**config.mk**
```make
export PLATFORM = sky130hd
export DESIGN_NAME = pipe_mux_reg
export DESIGN_NICKNAME = d
export VERILOG_FILES = /design/src/rtl/cpu_pkg.sv /design/src/rtl/mux_nto1.sv /design/src/rtl/pipe_mux_reg.sv
export SDC_FILE = /design/constraint.sdc
export NUM_CORES = 1
export LEC_CHECK = 0
export BUFFER_PORTS_ARGS = -buffer_cell sky130_fd_sc_hd__buf_2
export CORE_UTILIZATION = 51
export DETAILED_ROUTE_END_ITERATION = 12
export PLACE_DENSITY = 0.91
export SYNTH_ARGS = -nofsm -noshare
export SYNTH_HDL_FRONTEND = slang
export SYNTH_SLANG_ARGS = --single-unit
```
**constraint.sdc**
```tcl
create_clock -name clk -period 3.9 [get_ports clk]
set_input_delay 0.195 -clock clk [delete_from_list [all_inputs] [get_ports clk]]
set_output_delay 0.195 -clock clk [all_outputs]
set_load 0.01 [all_outputs]
```
**src/rtl/cpu_pkg.sv**
```systemverilog
// Shared datapath definitions: default word width and operand-stage occupancy encodings.
// No logic of its own; constants and a small helper only.
// Occupancy is derived from the main/skid valid bits, never stored separately.
package cpu_pkg;

    localparam int WORD_W = 32;

    typedef enum logic [1:0] {
        OCC_EMPTY = 2'd0,
        OCC_ONE   = 2'd1,
        OCC_TWO   = 2'd2
    } occ_t;

    // The skid register is only ever filled while main is full, so skid_v alone means TWO.
    function automatic occ_t occ_of(input logic main_v, input logic skid_v);
        occ_t occ;
        if (skid_v) begin
            occ = OCC_TWO;
        end else if (main_v) begin
            occ = OCC_ONE;
        end else begin
            occ = OCC_EMPTY;
        end
        return occ;
    endfunction

endpackage

```
**src/rtl/mux_nto1.sv**
```systemverilog
// Combinational NUM_IN:1 word selector with zero output and error flag on out-of-range select.
// Latency: 0 cycles (purely combinational).
// No handshake; the enclosing stage owns flow control.
module mux_nto1 #(
    parameter int WIDTH  = 32,
    parameter int NUM_IN = 4,
    parameter int SEL_W  = 2
) (
    input  logic [NUM_IN*WIDTH-1:0] in_data,
    input  logic [SEL_W-1:0]        sel,
    output logic [WIDTH-1:0]        out_data,
    output logic                    range_err
);

    // Pick the addressed word; a select past the last input yields all-zero and raises range_err.
    always_comb begin
        out_data  = '0;
        range_err = (32'(sel) >= 32'(NUM_IN));
        for (int i = 0; i < NUM_IN; i++) begin
            if (32'(sel) == 32'(i)) begin
                out_data = in_data[i*WIDTH +: WIDTH];
            end
        end
    end

endmodule

```
**src/rtl/pipe_mux_reg.sv**
```systemverilog
// Registered N:1 operand select stage with valid/ready on both sides and a 2-entry skid buffer.
// Latency: 1 cycle accept-to-out_valid; sustains 1 word/cycle while out_ready is high.
// Backpressure: in_ready is registered (low only while the skid holds a word), never combinational on out_ready.
module pipe_mux_reg
    import cpu_pkg::*;
#(
    parameter int WIDTH  = WORD_W,
    parameter int NUM_IN = 4,
    localparam int SEL_W = (NUM_IN > 1) ? $clog2(NUM_IN) : 1
) (
    input  logic                    clk,
    input  logic                    rst_n,
    input  logic [NUM_IN*WIDTH-1:0] in_data,
    input  logic [SEL_W-1:0]        in_sel,
    input  logic                    in_valid,
    output logic                    in_ready,
    output logic [WIDTH-1:0]        out_data,
    output logic                    out_valid,
    input  logic                    out_ready,
    input  logic                    flush,
    output logic                    sel_err
);

    logic [WIDTH-1:0] word;
    logic             word_err;
    logic [WIDTH-1:0] skid_data;
    logic             skid_valid;
    logic             accept;
    logic             xfer;
    occ_t             occ;

    mux_nto1 #(
        .WIDTH  (WIDTH),
        .NUM_IN (NUM_IN),
        .SEL_W  (SEL_W)
    ) u_mux (
        .in_data   (in_data),
        .sel       (in_sel),
        .out_data  (word),
        .range_err (word_err)
    );

    assign in_ready = !skid_valid;
    assign accept   = in_valid & in_ready;
    assign xfer     = out_valid & out_ready;
    assign occ      = occ_of(out_valid, skid_valid);

    // Main/skid occupancy update; flush drops everything in flight but leaves out_data as-is.
    always_ff @(posedge clk or negedge rst_n) begin
        if (!rst_n) begin
            out_data   <= '0;
            out_valid  <= 1'b0;
            skid_data  <= '0;
            skid_valid <= 1'b0;
            sel_err    <= 1'b0;
        end else if (flush) begin
            out_valid  <= 1'b0;
            skid_valid <= 1'b0;
            sel_err    <= 1'b0;
        end else begin
            if (accept && word_err) begin
                sel_err <= 1'b1;
            end
            case (occ)
                // Input is blocked in TWO, so a transfer just promotes the skid word.
                OCC_TWO: begin
                    if (xfer) begin
                        out_data   <= skid_data;
                        skid_valid <= 1'b0;
                    end
                end
                OCC_ONE: begin
                    if (xfer) begin
                        out_valid <= accept;
                        if (accept) begin
                            out_data <= word;
                        end
                    end else if (accept) begin
                        skid_data  <= word;
                        skid_valid <= 1'b1;
                    end
                end
                default: begin
                    out_valid <= accept;
                    if (accept) begin
                        out_data <= word;
                    end
                end
            endcase
        end
    end

endmodule

```
## Word level (Yosys, flattened, before mapping)

Index checks and enable logic that the tools add are counted.

| operators by class | value |
|---|---|
| bitwise operators | 4 |
| reduce and logical (&&, ||, !) cells | 7 |
| muxes and demuxes | 18 |
| eq/ne operators | 12 |

Operator list:

| operator | count |
|---|---|
| 32-bit two-way mux | 7 |
| 32-bit case mux with 2 select lines | 1 |
| 3-bit != test (second input constant) | 4 |
| 4-bit AND reduction | 2 |
| 1-bit two-way mux | 7 |
| 2-bit equality test (second input constant) | 3 |
| 2-bit != test (second input constant) | 3 |
| 2-bit by 1-bit equality test with 1-bit output (second input constant) | 2 |
| 1-bit case mux with 2 select lines | 2 |
| 3-bit AND reduction | 1 |
| 3-bit nonzero test | 1 |
| 1-bit bitwise AND | 2 |
| 2-bit logical NOT | 1 |
| 2-bit two-way mux | 1 |
| 1-bit NOT | 2 |
| 2-bit AND reduction | 1 |
| 1-bit logical NOT | 1 |

| storage, ports and cells | value |
|---|---|
| output and inout port bits | 35 |
| input port bits | 135 |
| register bits | 66 |
| word-level logic and storage cells | 45 |

## Logic depth before layout (Yosys ltp)

Gate-level depths: netlist (run 1).

| depth | value |
|---|---|
| depth after elaboration | 8 |
| depth in mapped cells | 5 |

## By module

From an unflattened synthesis (run 1), not the netlist that was laid out.

| second synthesis, totals | value |
|---|---|
| cell total of the unflattened synthesis | 226 |
| area total of the unflattened synthesis | 3,777.4 sq um |

By module, submodules not included:

| module | cells each | area each (sq um) | times used |
|---|---|---|---|
| pipe_mux_reg | 185 | 2,951.6 | 1 |
| mux_nto1 | 41 | 825.8 | 1 |

## Least setup slack after synthesis (run 1)

OpenSTA, ideal clock, no wires.

| timing | value |
|---|---|
| path kind | reg2reg |
| start | register skid_valid |
| end | register out_data[31] |
| library setup time | 0.125 ns |
| data required time | 3.775 ns |
| arrival time | 1.578 ns |
| setup slack | 2.198 ns |
| stages on the path, launching flop included | 5 |
| cell sequence | dfrtp_1 > nand2b_1 > a221oi_2 > buf_4 > mux2_2 |

| between the ends | value |
|---|---|
| cells in the longest elaborated chain, start to end | 5 |

Ends and longest elaborated chain:

| what | RTL line | source |
|---|---|---|
| from (decl) | pipe_mux_reg.sv:27 | `logic skid_valid;` |
| from (signal assigned) | pipe_mux_reg.sv:54 | `skid_valid <= 1'b0;` |
| from (signal assigned) | pipe_mux_reg.sv:58 | `skid_valid <= 1'b0;` |
| from (signal assigned) | pipe_mux_reg.sv:69 | `skid_valid <= 1'b0;` |
| 1-bit logical NOT | pipe_mux_reg.sv:43 | `assign in_ready = !skid_valid;` |
| 1-bit bitwise AND | pipe_mux_reg.sv:44 | `assign accept = in_valid & in_ready;` |
| 32-bit two-way mux (2 in a row) | -- |  |
| 32-bit case mux with 2 select lines | pipe_mux_reg.sv:64 | `case (occ)` |
| to (signal assigned) | pipe_mux_reg.sv:68 | `out_data <= skid_data;` |
| to (signal assigned) | pipe_mux_reg.sv:76 | `out_data <= word;` |
| to (signal assigned) | pipe_mux_reg.sv:86 | `out_data <= word;` |
| to (decl) | pipe_mux_reg.sv:17 | `output logic [WIDTH-1:0] out_data,` |

Several ways; a longest one is shown, not always the timed one. The select of a mux whose other input is x is not followed.
A chain may end at the register's enable or synchronous reset.

## Worst setup path after layout (run 1)

| timing | value |
|---|---|
| start | register skid_valid |
| end | register skid_data[19] |

| between the ends | value |
|---|---|
| cells in the longest elaborated chain, start to end | 3 |

Ends and longest elaborated chain:

| what | RTL line | source |
|---|---|---|
| 2-bit two-way mux or 1-bit logical NOT (tied branches) | cpu_pkg.sv:17, pipe_mux_reg.sv:43 |  |
| 2-bit by 1-bit equality test with 1-bit output or 1-bit bitwise AND (tied branches) | pipe_mux_reg.sv:64, pipe_mux_reg.sv:44 |  |
| 4-bit AND reduction (no line) * | -- |  |
| to (signal assigned) | pipe_mux_reg.sv:79 | `skid_data <= word;` |
| to (decl) | pipe_mux_reg.sv:26 | `logic [WIDTH-1:0] skid_data;` |

Mark *: on every way between the ends. The rest lies on a longest branch, timed or not.

==> flow_summary_export.csv, run 1 <==
group,metric,value,unit
critical_path,timing.critical_path.fanout_max,19,
yosys,dominant_cells_by_area_after_synthesis,"sky130_fd_sc_hd__dfrtp_1, sky130_fd_sc_hd__mux2_2, sky130_fd_sc_hd__mux4_2",
timing,timing.final.crit_share,62.0,%
route,drt-wirelength-per-cell,16.9,um
route,route.detailed.drc,0,
power_and_ir_drop,power.share.clock,27.7,%
placed_design,place_inst,477,
yosys,ys_dominant_reg_cell,"sky130_fd_sc_hd__dfrtp_1",
yosys,number_of_warnings_printed_during_yosys_synthesis,0,
placed_design,post-dp-hpwl,6190,um
timing,timing.final.crit_period,2.42,ns
timing,tightest_slew_margin_relative_to_the_limit,28.7,%
power_and_ir_drop,static_leakage,0.00234,uW
yosys,synth_top_area_share,43.5,%
critical_path,crit-reg2reg-launch,"skid_valid$_DFFE_PN0P_",
global_route,largest_net_degree_at_the_start_of_global_routing,35,
power_and_ir_drop,power.switching_fraction,26.7,%
timing,drv_slew,0,
yosys,synth_common_cells,"sky130_fd_sc_hd__dfrtp_1, sky130_fd_sc_hd__mux2_2, sky130_fd_sc_hd__mux2_4, sky130_fd_sc_hd__mux4_2, sky130_fd_sc_hd__buf_4",
timing,timing.final.hold_violations,0,
floorplanning,die_w,88.2,um
clock_network,cts_tree,"yes",
clock_network,clkLatencyLatePin,0.33,ns
yosys,seq_area_frac_synth,43.5,%
clock_network,cts_buffers,9,
critical_path,critPathBufInv,1,
yosys,synth_enable_flop_cells,0,
critical_path,timing_worst_setup_path_type,"reg -> reg",
cells_and_area,multi_input_comb_area,2010,sq um
timing,setup_total_negative_slack,0,ns
power_and_ir_drop,power_density,465,nW/um^2
yosys,postSynth.asyncResetShare,100,%
route,totalWireLength,8350,um
critical_path,critical_path.slowest_cell,"sky130_fd_sc_hd__nor4b_4",
cells_and_area,storage_element_area,1650,sq um
yosys,syn_avg_cell_area,17.1,sq um
yosys,syn_nets,357,
cells_and_area,nets,525,
global_route,grt_first_pass_wirelength,12900,um
critical_path,reg2regPathDepth,4,
critical_path,critical_path.top_delay_family,"simple AND/OR/NAND/NOR gates",
yosys,yosysTopAreaCell,"sky130_fd_sc_hd__dfrtp_1",
floorplanning,core,7210,sq um
timing,grt_setup_unrepaired,"false",
timing,fmax,0.413,GHz
yosys,synth_area,3790,sq um
cells_and_area,antennaDiodeCount,0,
timing,transition_time_at_the_pin_with_the_least_slew_margin,1.07,ns
placed_design,portBuffers,168,
route,routed_via_density,5.34,
floorplanning,floorplan.die_area,7790,sq um
flow_run,maxCapViolations,0,
hold_path,whs_path_depth,2,
clock_network,maximum_buffer_depth_of_the_clock_tree,2,
critical_path,arrival,2.64,ns
floorplanning,rows,31,
cells_and_area,layout.cells.non_filler,494,
cells_and_area,fill_cells,535,
route,detail_route.iter0.violations,55,
global_route,grt_pass1_vias,2855,
placed_design,gpl.final_weighted_congestion,0.702,
clock_network,path_clk_slew,0.07,ns
clock_network,cts-root-buf,"sky130_fd_sc_hd__clkbuf_8",
critical_path,worst_setup_path_end_kind,"flip-flop",
global_route,globalRoute.totalOverflow,0,
power_and_ir_drop,comb_power_share,28.6,%
timing,setup_viol,0,
critical_path,cp_cell_sequence,"nand2b_1, nor4b_4, buf_4, mux2_2",
floorplanning,fp.dieH,88.2,um
timing,finalClockSkew,0.00895,ns
critical_path,cp_data_required_time,4.12,ns
route,via_count,2640,
hold_path,worst_hold_path.endpoint,"skid_valid$_DFFE_PN0P_",
floorplanning,io-pin-count,170,
cells_and_area,flow.area_growth_from_synthesis,29.1,%
clock_network,cts_post_setup_buffers_inserted,0,
critical_path,startpoint_kind_of_the_worst_setup_timing_path,"flip-flop",
clock_network,tritoncts_num_sinks,66,
clock_network,h-tree-depth,3,
route,drt_pre_antenna_iters,4,
power_and_ir_drop,power_switching,608,uW
yosys,syn_inst,222,
yosys,synth.ff_latch_count,66,
global_route,antenna_found_initial,0,
critical_path,rrSetupSlack,1.48,ns
power_and_ir_drop,peakVddDrop,0.222,mV
route,antenna_violating_nets_post_route,0,
global_route,gr-usage-all-layers,22.2,%
power_and_ir_drop,power_report.internal_total,1670,uW
run_status,status,"complete, no violations",
timing,hold_ws,0.122,ns
yosys,number_of_distinct_library_cells_after_synthesis,21,
power_and_ir_drop,power.share.sequential,43.6,%
critical_path,cpPeakStageDelay,0.81,ns
critical_path,worstReg2RegEnd,"skid_data[19]$_DFFE_PN0P_",
floorplanning,start_util,52.6,%
hold_path,hold_path.startpoint,"out_ready",
cells_and_area,share_of_layout_cells_above_drive_strength_1,80.0,%
hold_path,min_path_type,"in -> reg",
[power by group through the flow]
stage | Clock [uW] | Sequential [uW] | Combinational [uW]
6_report | 631 | 995 | 653
5_1_grt | 677 | 1020 | 705
4_1_cts | 641 | 995 | 660
3_5_place_dp | 0 | 1000 | 661
3_3_place_gp | 0 | 991 | 629
2_1_floorplan | 0 | 1020 | 390
[worst max-delay path by stage]
stage	startpoint	endpoint	depth (start not counted)	slack (ns)
after floorplan	skid_valid$_DFFE_PN0P_	out_data[31]$_DFFE_PN0P_	4	2.20
after global placement	skid_valid$_DFFE_PN0P_	skid_data[7]$_DFFE_PN0P_	4	1.54
after detailed placement	skid_valid$_DFFE_PN0P_	skid_data[19]$_DFFE_PN0P_	4	1.44
after CTS	skid_valid$_DFFE_PN0P_	skid_data[13]$_DFFE_PN0P_	4	1.43
after global routing	skid_valid$_DFFE_PN0P_	skid_data[22]$_DFFE_PN0P_	4	1.28
final	skid_valid$_DFFE_PN0P_	skid_data[19]$_DFFE_PN0P_	4	1.48
[layout make-up]
type / instances / area share (%)
multi-input cells: 137 / 41.0
flip-flops and latches: 66 / 33.7
repair buffers: 174 / 18.1
clock buffers: 11 / 2.89
well taps: 99 / 2.53
clock inverters: 5 / 1.58
inverters: 2 / 0.153
[worst reg2reg max path, delay by kind of cell, from the launching register on]
| kind | cells | cell delay [ns] |
|---|---|---|
| AND/OR/NAND/NOR | 2 | 1.07 |
| buffers and inverters | 1 | 0.43 |
| flip-flops | 1 | 0.42 |
| multiplexers | 1 | 0.39 |
[layout by cell type, fill, tap and decap left out, types with 2 or more instances in the layout]
cell                        synthesis  routed
sky130_fd_sc_hd__mux4_2            30      30
sky130_fd_sc_hd__bufinv_16          0       2
sky130_fd_sc_hd__dfrtp_1           66      66
sky130_fd_sc_hd__mux2_2            66      66
sky130_fd_sc_hd__a21oi_1            2       2
sky130_fd_sc_hd__mux4_1             2       2
sky130_fd_sc_hd__buf_2              3     168
sky130_fd_sc_hd__clkbuf_8           0      10
sky130_fd_sc_hd__mux2_4            30      30
sky130_fd_sc_hd__buf_4              4       5
sky130_fd_sc_hd__clkinv_2           0       2
[cell families after synthesis]
logic type,count (synthesis),share of synthesized area (%)
muxes,128,50.7
DFF,66,43.5
buffers and inverters,19,4.06
AOI/OAI and AO/OA,5,0.989
and+or+nand+nor,3,0.660
other,1,0.0988
[registers in the layout, summed over array words and instances (netlist names)]
signal and cells:
out_valid 1, skid_valid 1, out_data 32, skid_data 32
[stage by stage]
| step | setup WS [ns] | utilization (%) | power, uW | area, sq um |
|---|---|---|---|---|
| finish | 1.48 | 67.9 | 2280 | 4900 |
| detailed placement | 1.44 | 64.7 | 1670 | 4670 |
| global placement | 1.54 | 64.7 | 1620 | 4670 |
| global route | 1.28 | 67.9 | 2400 | 4900 |
| floorplan | 2.20 | - | 1410 | 3790 |
| CTS | 1.43 | 67.9 | 2300 | 4900 |
[what timing repair did]
item                                   CTS  global route
endpoints found under the hold margin   33             0
hold buffers                             1             0
setup endpoints to repair                0             0
resized for setup                        0             0
[metal layers]
layer,GRT usage (%),part of all wire (%)
met5,0,0
met4,7.92,0.95
met3,5.32,5.9
met2,39.7,53
met1,26.2,40
(Power assumes the default switching activity.)
==> run 2: changes to the inputs <==
Settings changed: CORE_UTILIZATION 51 to 43, PLACE_DENSITY 0.91 to 0.82.
Clock period 3.9 ns to 2.1 ns, I/O delays scaled along.
==> run 2 against run 1 <==
Sequential power up 85%. Wire length down 1.0%. Highest routed layer unchanged. Final area up 0.41%. Clock power up 45%. Cell count up 2.0%. Non-clock buffer count up 4. Largest power group unchanged. Sequential share of layout area down 0.14 points. Register-to-register slack worse by 1.1 ns. First-iteration DRC count up 20%.
==> flow_summary_export.csv, run 2 (same netlist as run 1, synthesis figures left out) <==
group,metric,value,unit
clock_network,cts_buffers,9,
hold_path,min_path_type,"in -> reg",
floorplanning,io-pin-count,170,
global_route,gr-usage-all-layers,18.5,%
clock_network,clkLatencyLatePin,0.33,ns
floorplanning,core,8380,sq um
clock_network,cts_post_setup_buffers_inserted,0,
route,totalWireLength,8270,um
timing,post-route-worst-setup-slack,0.350,ns
cells_and_area,final_cell_mix,"sky130_fd_sc_hd__buf_2, sky130_fd_sc_hd__mux2_2, sky130_fd_sc_hd__dfrtp_1",
cells_and_area,antennaDiodeCount,0,
power_and_ir_drop,comb_power_share,30.7,%
global_route,antenna_found_initial,0,
cells_and_area,fill_cells,681,
critical_path,cp_cell_sequence,"nand2b_1, a221oi_4, buf_4, mux2_2",
clock_network,maximum_buffer_depth_of_the_clock_tree,2,
route,route.detailed.drc,0,
global_route,globalRoute.totalOverflow,0,
critical_path,timing.critical_path.fanout_max,10,
floorplanning,die_w,95.9,um
power_and_ir_drop,power_density,809,nW/um^2
placed_design,pre_cts_ws,0.336,ns
cells_and_area,share_of_layout_cells_above_drive_strength_1,79.7,%
timing,fmax,0.571,GHz
power_and_ir_drop,power_switching,1100,uW
power_and_ir_drop,power.share.sequential,46.4,%
cells_and_area,flow.area_growth_from_synthesis,29.7,%
timing,timing.final.hold_violations,0,
timing,setup_total_negative_slack,0,ns
timing,timing.final.crit_period,1.75,ns
timing,timing.final.crit_share,83.3,%
cells_and_area,layout.cells.most_common,"sky130_fd_sc_hd__buf_2",
timing,drv_slew,0,
cells_and_area,storage_element_area,1650,sq um
critical_path,critical_path.slowest_cell,"sky130_fd_sc_hd__dfrtp_1",
global_route,grt_pass1_vias,2733,
critical_path,cp_data_required_time,2.31,ns
clock_network,path_clk_slew,0.07,ns
critical_path,timing_worst_setup_path_type,"reg -> reg",
timing,setup_viol,0,
floorplanning,floorplan.die_area,9200,sq um
clock_network,cts-hold-fix-buffers,1,
critical_path,startpoint_kind_of_the_worst_setup_timing_path,"flip-flop",
route,detail_route.iter0.violations,66,
power_and_ir_drop,power.switching_fraction,27.7,%
timing,tightest_slew_margin_relative_to_the_limit,43.1,%
route,routed_via_density,5.31,
clock_network,tritoncts_num_sinks,66,
clock_network,post_cts.resized_instances,0,
floorplanning,rows,33,
timing,hold_ws,0.0274,ns
flow_run,maxCapViolations,0,
power_and_ir_drop,peakVddDrop,0.499,mV
placed_design,gpl.final_weighted_congestion,0.785,
cells_and_area,layout.cells.non_filler,504,
critical_path,arrival,1.96,ns
floorplanning,start_util,45.3,%
route,drt_pre_antenna_iters,4,
floorplanning,fp.dieH,95.9,um
timing,grt_setup_unrepaired,"false",
global_route,grt_first_pass_wirelength,12700,um
clock_network,cts-root-buf,"sky130_fd_sc_hd__clkbuf_8",
cells_and_area,multi_input_comb_area,2010,sq um
route,via_count,2675,
clock_network,h-tree-depth,3,
placed_design,post-dp-hpwl,6190,um
critical_path,reg2regPathDepth,4,
placed_design,portBuffers,168,
critical_path,cpPeakStageDelay,0.42,ns
route,drt-wirelength-per-cell,16.4,um
global_route,largest_net_degree_at_the_start_of_global_routing,67,
hold_path,whs_path_depth,2,
placed_design,place_inst,487,
run_status,status,"complete, no violations",
power_and_ir_drop,static_leakage,0.00235,uW
cells_and_area,top_regs,"out_data x32, skid_data x32",
critical_path,worst_setup_path_end_kind,"flip-flop",
cells_and_area,nets,529,
timing,transition_time_at_the_pin_with_the_least_slew_margin,0.854,ns
power_and_ir_drop,power.share.clock,22.9,%
clock_network,cts_tree,"yes",
timing,finalClockSkew,0.0109,ns
power_and_ir_drop,power_report.internal_total,2870,uW
route,antenna_violating_nets_post_route,0,
[run 2: changes by cell type in the layout (fill, tap and decap cells not counted)]
| cell | before | now |
|---|---|---|
| sky130_fd_sc_hd__buf_4 | 5 | 6 |
| sky130_fd_sc_hd__clkinv_2 | 2 | 3 |
| sky130_fd_sc_hd__buf_12 | 0 | 3 |
| sky130_fd_sc_hd__bufinv_16 | 2 | 0 |
| sky130_fd_sc_hd__clkinvlp_4 | 1 | 0 |
| sky130_fd_sc_hd__clkbuf_1 | 1 | 3 |
[run 2: final cells by class]
| class | count | area share [%] |
|---|---|---|
| Multi-Input combinational cell | 137 | 40.8 |
| Sequential cell | 66 | 33.6 |
| Timing Repair Buffer | 178 | 19.4 |
| Clock buffer | 13 | 3.03 |
| Tap cell | 105 | 2.67 |
| Clock inverter | 3 | 0.305 |
| Inverter | 2 | 0.153 |
[run 2: worst paths after layout]
path / to / from / slack [ns]
max: out_data[31]$_DFFE_PN0P_ / skid_valid$_DFFE_PN0P_ / 0.35
min in group asynchronous: out_data[6]$_DFFE_PN0P_ / rst_n / 0.50
min: skid_valid$_DFFE_PN0P_ / out_ready / 0.03
min reg2reg: skid_data[20]$_DFFE_PN0P_ / skid_data[20]$_DFFE_PN0P_ / 0.51
max reg2reg: out_data[31]$_DFFE_PN0P_ / skid_valid$_DFFE_PN0P_ / 0.35
max in group asynchronous: out_data[17]$_DFFE_PN0P_ / rst_n / 1.03
[run 2: layer usage]
| metal | global-route usage, % | wire (um) | up-vias | share of wire [%] |
|---|---|---|---|---|
| met1 | 22.8 | 3440 | 1333 | 42 |
| met4 | 6.22 | 130 | 0 | 1.6 |
| li1 | - | - | 1210 | - |
| met5 | 0 | 0 | - | 0 |
| met2 | 31.0 | 4110 | 122 | 50 |
| met3 | 5.61 | 585 | 10 | 7.1 |
[run 2: power groups by stage]
stage / clock [uW] / sequential [uW] / combinational [uW]
2_1_floorplan: 0 / 1900 / 724
3_3_place_gp: 0 / 1850 / 1180
3_5_place_dp: 0 / 1860 / 1240
4_1_cts: 940 / 1850 / 1240
5_1_grt: 994 / 1890 / 1320
6_report: 913 / 1840 / 1220
[run 2: worst max-delay path: cells and delay by family, from the launching register on]
kind            cells  cell delay [ns]
buf+inv             1             0.29
compound gates      1             0.33
mux                 1             0.36
simple gates        1             0.25
flops               1             0.42
[run 2: stage by stage]
step,power [uW],util (%),area [sq um]
2_1_floorplan,2630,-,3790
3_3_place_gp,3030,56.6,4740
3_5_place_dp,3100,56.6,4740
4_1_cts,4030,58.7,4920
5_1_grt,4210,58.7,4920
6_report,3980,58.7,4920
